**src/rtl/ps2_pkg.sv**
```systemverilog
// PS/2 host controller shared definitions.
// Register map, bit positions, FSM encoding.
package ps2_pkg;

  localparam int FIFO_DEPTH_DEF = 4;

  localparam logic ADDR_DATA = 1'b0;
  localparam logic ADDR_STAT = 1'b1;

  localparam int B_RXEN  = 7;
  localparam int B_IE    = 6;
  localparam int B_OVR   = 5;
  localparam int B_FULL  = 4;
  localparam int B_NE    = 3;
  localparam int B_FLUSH = 0;

  localparam logic [1:0] ST_IDLE = 2'd0;
  localparam logic [1:0] ST_ACK  = 2'd1;
  localparam logic [1:0] ST_HOLD = 2'd2;

  function automatic logic [2:0] sat_cnt(
    input logic [4:0] c
  );
    return (c > 5'd7) ? 3'd7 : c[2:0];
  endfunction

endpackage

```
**src/rtl/ps2_rx_fifo.sv**
```systemverilog
// PS/2 receive FIFO, power-of-two depth.
// Pop is judged on pre-cycle state; flush wins.
module ps2_rx_fifo
  import ps2_pkg::*;
#(
  parameter int DEPTH = FIFO_DEPTH_DEF,
  localparam int AW = $clog2(DEPTH),
  localparam int CW = $clog2(DEPTH) + 1
) (
  input  logic          clk,
  input  logic          rst_n,
  input  logic          push,
  input  logic          pop,
  input  logic          flush,
  input  logic [7:0]    din,
  output logic [7:0]    head,
  output logic [CW-1:0] count,
  output logic          full,
  output logic          empty
);

  logic [7:0]    mem [DEPTH];
  logic [AW-1:0] wr_ptr;
  logic [AW-1:0] rd_ptr;
  logic          rd;
  logic          wr;

  assign full  = (count == CW'(DEPTH));
  assign empty = (count == '0);
  assign rd    = pop & ~empty;
  assign wr    = push & (~full | rd);
  assign head  = mem[rd_ptr];

  // pointer and occupancy update
  always_ff @(posedge clk or negedge rst_n) begin
    if (!rst_n) begin
      wr_ptr <= '0;
      rd_ptr <= '0;
      count  <= '0;
    end else if (flush) begin
      wr_ptr <= '0;
      rd_ptr <= '0;
      count  <= '0;
    end else begin
      if (wr) wr_ptr <= wr_ptr + 1'b1;
      if (rd) rd_ptr <= rd_ptr + 1'b1;
      count <= count + CW'(wr) - CW'(rd);
    end
  end

  // storage write, no reset needed
  always_ff @(posedge clk) begin
    if (wr & ~flush) mem[wr_ptr] <= din;
  end

endmodule

```
**src/rtl/ps2_host_ctrl.sv**
```systemverilog
// PS/2 host controller: bus regs, FSM, irq.
// Side effects fire once, on IDLE->ACK.
module ps2_host_ctrl
  import ps2_pkg::*;
#(
  parameter int FIFO_DEPTH = FIFO_DEPTH_DEF
) (
  input  logic       clk,
  input  logic       rst_n,
  input  logic       dec_valid,
  input  logic [7:0] dec_data,
  output logic       dec_int_clear,
  output logic       ps2_clk_inhibit,
  input  logic       cs,
  input  logic       rw,
  input  logic       addr,
  input  logic [7:0] wdata,
  output logic [7:0] rdata,
  output logic       dtack,
  output logic       irq
);

  localparam int CW = $clog2(FIFO_DEPTH) + 1;

  logic [1:0]    state;
  logic [1:0]    state_d;
  logic          rxen;
  logic          ie;
  logic          ovr;
  logic [7:0]    f_head;
  logic [CW-1:0] f_cnt;
  logic          f_full;
  logic          f_empty;
  logic          start;
  logic          pop;
  logic          pop_ok;
  logic          ctrl_wr;
  logic          flush;
  logic          push;
  logic          ovr_set;
  logic [7:0]    status;
  logic [7:0]    rd_mux;
  logic          unused_wd;

  assign unused_wd = ^wdata[4:1];

  assign start   = (state == ST_IDLE) & cs;
  assign pop     = start & rw & (addr == ADDR_DATA);
  assign pop_ok  = pop & ~f_empty;
  assign ctrl_wr = start & ~rw & (addr == ADDR_STAT);
  assign flush   = ctrl_wr & wdata[B_FLUSH];
  assign push    = dec_valid & rxen;
  assign ovr_set = push & f_full & ~pop_ok & ~flush;
  assign dtack   = (state != ST_IDLE);

  assign status = {rxen, ie, ovr, f_full,
                   ~f_empty, sat_cnt(5'(f_cnt))};
  assign rd_mux = (addr == ADDR_STAT) ? status :
                  (f_empty ? 8'h00 : f_head);

  ps2_rx_fifo #(.DEPTH(FIFO_DEPTH)) u_fifo (
    .clk   (clk),
    .rst_n (rst_n),
    .push  (push),
    .pop   (pop),
    .flush (flush),
    .din   (dec_data),
    .head  (f_head),
    .count (f_cnt),
    .full  (f_full),
    .empty (f_empty)
  );

  // bus handshake next state
  always_comb begin
    state_d = state;
    unique case (state)
      ST_IDLE: if (cs) state_d = ST_ACK;
      ST_ACK:  state_d = ST_HOLD;
      ST_HOLD: if (!cs) state_d = ST_IDLE;
      default: state_d = ST_IDLE;
    endcase
  end

  // bus state and read data latch
  always_ff @(posedge clk or negedge rst_n) begin
    if (!rst_n) begin
      state <= ST_IDLE;
      rdata <= 8'h00;
    end else begin
      state <= state_d;
      if (start)
        rdata <= rw ? rd_mux : 8'h00;
      else if (state_d == ST_IDLE)
        rdata <= 8'h00;
    end
  end

  // control/status registers
  always_ff @(posedge clk or negedge rst_n) begin
    if (!rst_n) begin
      rxen <= 1'b0;
      ie   <= 1'b0;
      ovr  <= 1'b0;
    end else begin
      if (ctrl_wr) begin
        rxen <= wdata[B_RXEN];
        ie   <= wdata[B_IE];
        if (wdata[B_OVR]) ovr <= 1'b0;
      end
      if (ovr_set) ovr <= 1'b1;
    end
  end

  // registered side-band outputs
  always_ff @(posedge clk or negedge rst_n) begin
    if (!rst_n) begin
      dec_int_clear   <= 1'b0;
      irq             <= 1'b0;
      ps2_clk_inhibit <= 1'b1;
    end else begin
      dec_int_clear   <= dec_valid | flush;
      irq             <= ie & (~f_empty | ovr);
      ps2_clk_inhibit <= ~rxen | f_full;
    end
  end

endmodule

```
**config.mk**
```make
export PLATFORM = sky130hd
export DESIGN_NAME = ps2_host_ctrl
export DESIGN_NICKNAME = d
export VERILOG_FILES = /design/src/rtl/ps2_pkg.sv /design/src/rtl/ps2_rx_fifo.sv /design/src/rtl/ps2_host_ctrl.sv
export SDC_FILE = /design/constraint.sdc
export NUM_CORES = 1
export LEC_CHECK = 0
export BUFFER_PORTS_ARGS = -buffer_cell sky130_fd_sc_hd__buf_2
export CAP_MARGIN = 20
export CORE_MARGIN = 2
export CORE_UTILIZATION = 45
export CTS_BUF_LIST = sky130_fd_sc_hd__clkbuf_8
export DETAILED_ROUTE_END_ITERATION = 10
export PLACE_DENSITY_LB_ADDON = 0.2
export SKIP_LAST_GASP = 1
export SYNTH_ARGS = -nofsm -noshare
export SYNTH_HDL_FRONTEND = slang
export SYNTH_SLANG_ARGS = --single-unit
```
**constraint.sdc**
```tcl
create_clock -name clk -period 2.77 [get_ports clk]
set_input_delay 0.4155 -clock clk [delete_from_list [all_inputs] [get_ports clk]]
set_output_delay 0.4155 -clock clk [all_outputs]
set_load 0.01 [all_outputs]
```
==> flow_summary.toml <==
[outcome]
status = "finished clean"

[worst_hold_path]
hold_class = "input pin to async pin"

[yosys]
synth_nets = 176
yosys-top-cells-count = "edfxtp_1, dfrtp_1, o21ai_0, a221o_1"
synthFlopType = "edfxtp_1"
synth_most_common_cell = "edfxtp_1"
synth_top_area_share_pct = 39.9
synth_area_leader_cell = "edfxtp_1"
ys_seq_elements = 55
yosysSeqAreaShare_pct = 63.8
synth_edf_count = 32
syn_area_sq_mm = 0.00241
synthCells = 148
synth-async-reset-ratio_pct = 41.8
ys_warn_count = 0
synth.distinct_cells = 41
synth_area_per_cell_sq_um = 16.3
synth_top_cells_by_area = "edfxtp_1, dfrtp_1, mux4_1, a221o_1, ha_1"

[setup_path]
r2r_start = "state[0]$_DFF_PN0_"
end_kind = "flop"
critical_path.max_fanout = 11
worst_ep_arrival_time_ns = 2.67
cp_top_family = "simple AND/OR/NAND/NOR gates"
cpPeakStageDelay_ns = 0.46
path_buf_inv = 1
startpoint_type = "flop"
worstPathRequired_ns = 3.00
crit_path_top_delay_cell = "and4bb_2"
worstPathCellList = "and4bb_2, nand3_1, xnor2_1, ha_1, inv_1, fa_1, xor2_1, and2_1, nor3_1"
r2r_slack_ns = 0.33
crit_start = "state[0]$_DFF_PN0_"
path_class = "flop to flop"

[detailed_routing]
totalWireLength_mm = 4.44
drtIter0Drc = 91
firstDrtPassIters = 4
antenna_left = 0
routedWlPerCell_microns = 17.5
via_per_inst = 5.46
drc_errors = 0
dr_total_vias = 1382

[cts]
htreeDepth = 2
cts_hold_buf = 0
clock-root-buffer = "clkbuf_8"
clock_path_buffers = 2
cts_tree = "done"
clk_latency_ns = 0.32
cts_setup_buffers = 0
cts_resized = 0
tritoncts.num_buffers = 5
clk_pin_slew_ns = 0.10
clock-sinks = 55

[global_routing]
track_usage_pct = 16.3
overflow = 0
grt_start_max_net_pins = 24
grt_pass1_wl_mm = 7.39
antenna_found_initial = 0
first_global_vias = 1454

[timing]
timing.setup.tns_ns = 0
relSlewSlack_pct = 45.5
final.period_utilization_pct = 88.0
finClkSkew_ns = 0.00797
drv_slew = 0
tightest_slew_ns = 0.794
rsz0062_at_grt = "false"
clock.fmax_mhz = 410
setup_violations = 0
min_period_ns = 2.44
finalHoldViolations = 0

[layout]
drive_gt1_share_pct = 32.2
nNetsFinal = 210
final_area_sq_mm = 0.00271
syn_to_final_growth_pct = 12.6
diodes = 0
fillCellCount = 450

[floorplanning]
core_sq_mm = 0.00514
io_pins = 34
die_h_microns = 77.2
die-width_microns = 77.2
start_util_pct = 46.9
die_area_sq_mm = 0.00595
rows = 26

[flow_run]
drv_cap = 0

[placed_design]
place_hpwl_mm = 3.17
numPortBuffers = 29
post_dp_cell_area_sq_mm = 0.00261
gp_congestion = 0.768

[power_and_ir_drop]
vdd_ir_drop_max_uv = 324
power_density_mw_per_mm2 = 897
leakagePower_uw = 0.00112
cells by family after synthesis:
group	after synthesis	share of synthesized area [%]
AO/OA/AOI/OAI	21	6.39
multiplexers	15	11.7
XOR/XNOR	2	0.727
AND/OR/NAND/NOR	37	10.5
buffers and inverters	12	3.38
flip-flops	55	63.8
adder cells (fa/ha/maj)	6	3.43
worst paths after layout:
| kind | end | depth (start not counted) |
|---|---|---|
| worst min-delay path | rdata[0]$_DFFE_PN0P_ | 1 |
| worst max register to register | u_fifo.count[2]$_DFF_PN0_ | 9 |
| max in group asynchronous | ps2_clk_inhibit$_DFF_PN1_ | 1 |
| worst min register to register | rdata[3]$_DFFE_PN0P_ | 1 |
| worst max-delay path | u_fifo.count[2]$_DFF_PN0_ | 9 |
| min in group clk | u_fifo.mem[1][0]$_DFFE_PP_ | 1 |
sequential cells by signal, indices dropped and copies added, names as in the netlist:
register,count
ps2_clk_inhibit,1
state,2
u_fifo.rd_ptr,2
u_fifo.mem,32
ie,1
ovr,1
rxen,1
u_fifo.count,3
irq,1
u_fifo.wr_ptr,2
dec_int_clear,1
rdata,8
final cells by class:
type                       count  area, sq um  area share, %
clock buffer                   5         68.8           2.54
inverter                       6         22.5          0.830
timing repair buffer          33          175           6.46
clock inverter                 3         31.3           1.15
multi-input combinational     81          790           29.1
tap                           70         87.6           3.23
sequential                    55         1540           56.7
cells in the final DEF, fill, tap and decap left out, types with 4 or more instances in the layout:
cell type / n
buf_4: 4
ha_1: 5
nor3b_1: 5
nor2_1: 5
mux2i_1: 5
inv_1: 6
clkbuf_8: 5
dfrtp_1: 22
a221o_1: 7
buf_2: 29
mux4_1: 6
o21ai_0: 8
nand2_1: 4
and3_2: 6
edfxtp_1: 32
routing by layer:
| metal | vias up | routed length (microns) | global-route usage (%) |
|---|---|---|---|
| met5 | - | 0 | 0 |
| met4 | 0 | 85 | 7.32 |
| met3 | 7 | 196 | 3.76 |
| met2 | 38 | 2170 | 25.7 |
| met1 | 696 | 1990 | 21.5 |
| li1 | 641 | - | - |
power by group:
group          total [uW]  internal, uW  leakage [uW]  switching (uW)
clock                 481           194     0.0000526             287
combinational         709           364      0.000485             345
sequential           1240          1060      0.000579             182
total                2430          1620       0.00112             814
metrics by stage:
step	hold slack [ns]	util, %	total power, uW	setup slack (ns)	instances
after floorplan	0.120	-	1750	0.608	148
after global placement	0.408	50.8	1930	0.428	245
after detailed placement	0.420	50.8	1980	0.330	245
after CTS	0.0674	52.8	2460	0.349	253
after global routing	0.0762	52.8	2600	0.211	253
final	0.0568	52.8	2430	0.332	253
worst reg2reg max path, delay by kind of cell (launching register included):
| kind | cells | cell delay, ns |
|---|---|---|
| XOR/XNOR | 2 | 0.37 |
| adder cells (fa/ha/maj) | 2 | 0.53 |
| buffers and inverters | 1 | 0.05 |
| flip-flops | 1 | 0.44 |
| AND/OR/NAND/NOR | 4 | 0.97 |
Power figures use the tool's default switching activity.
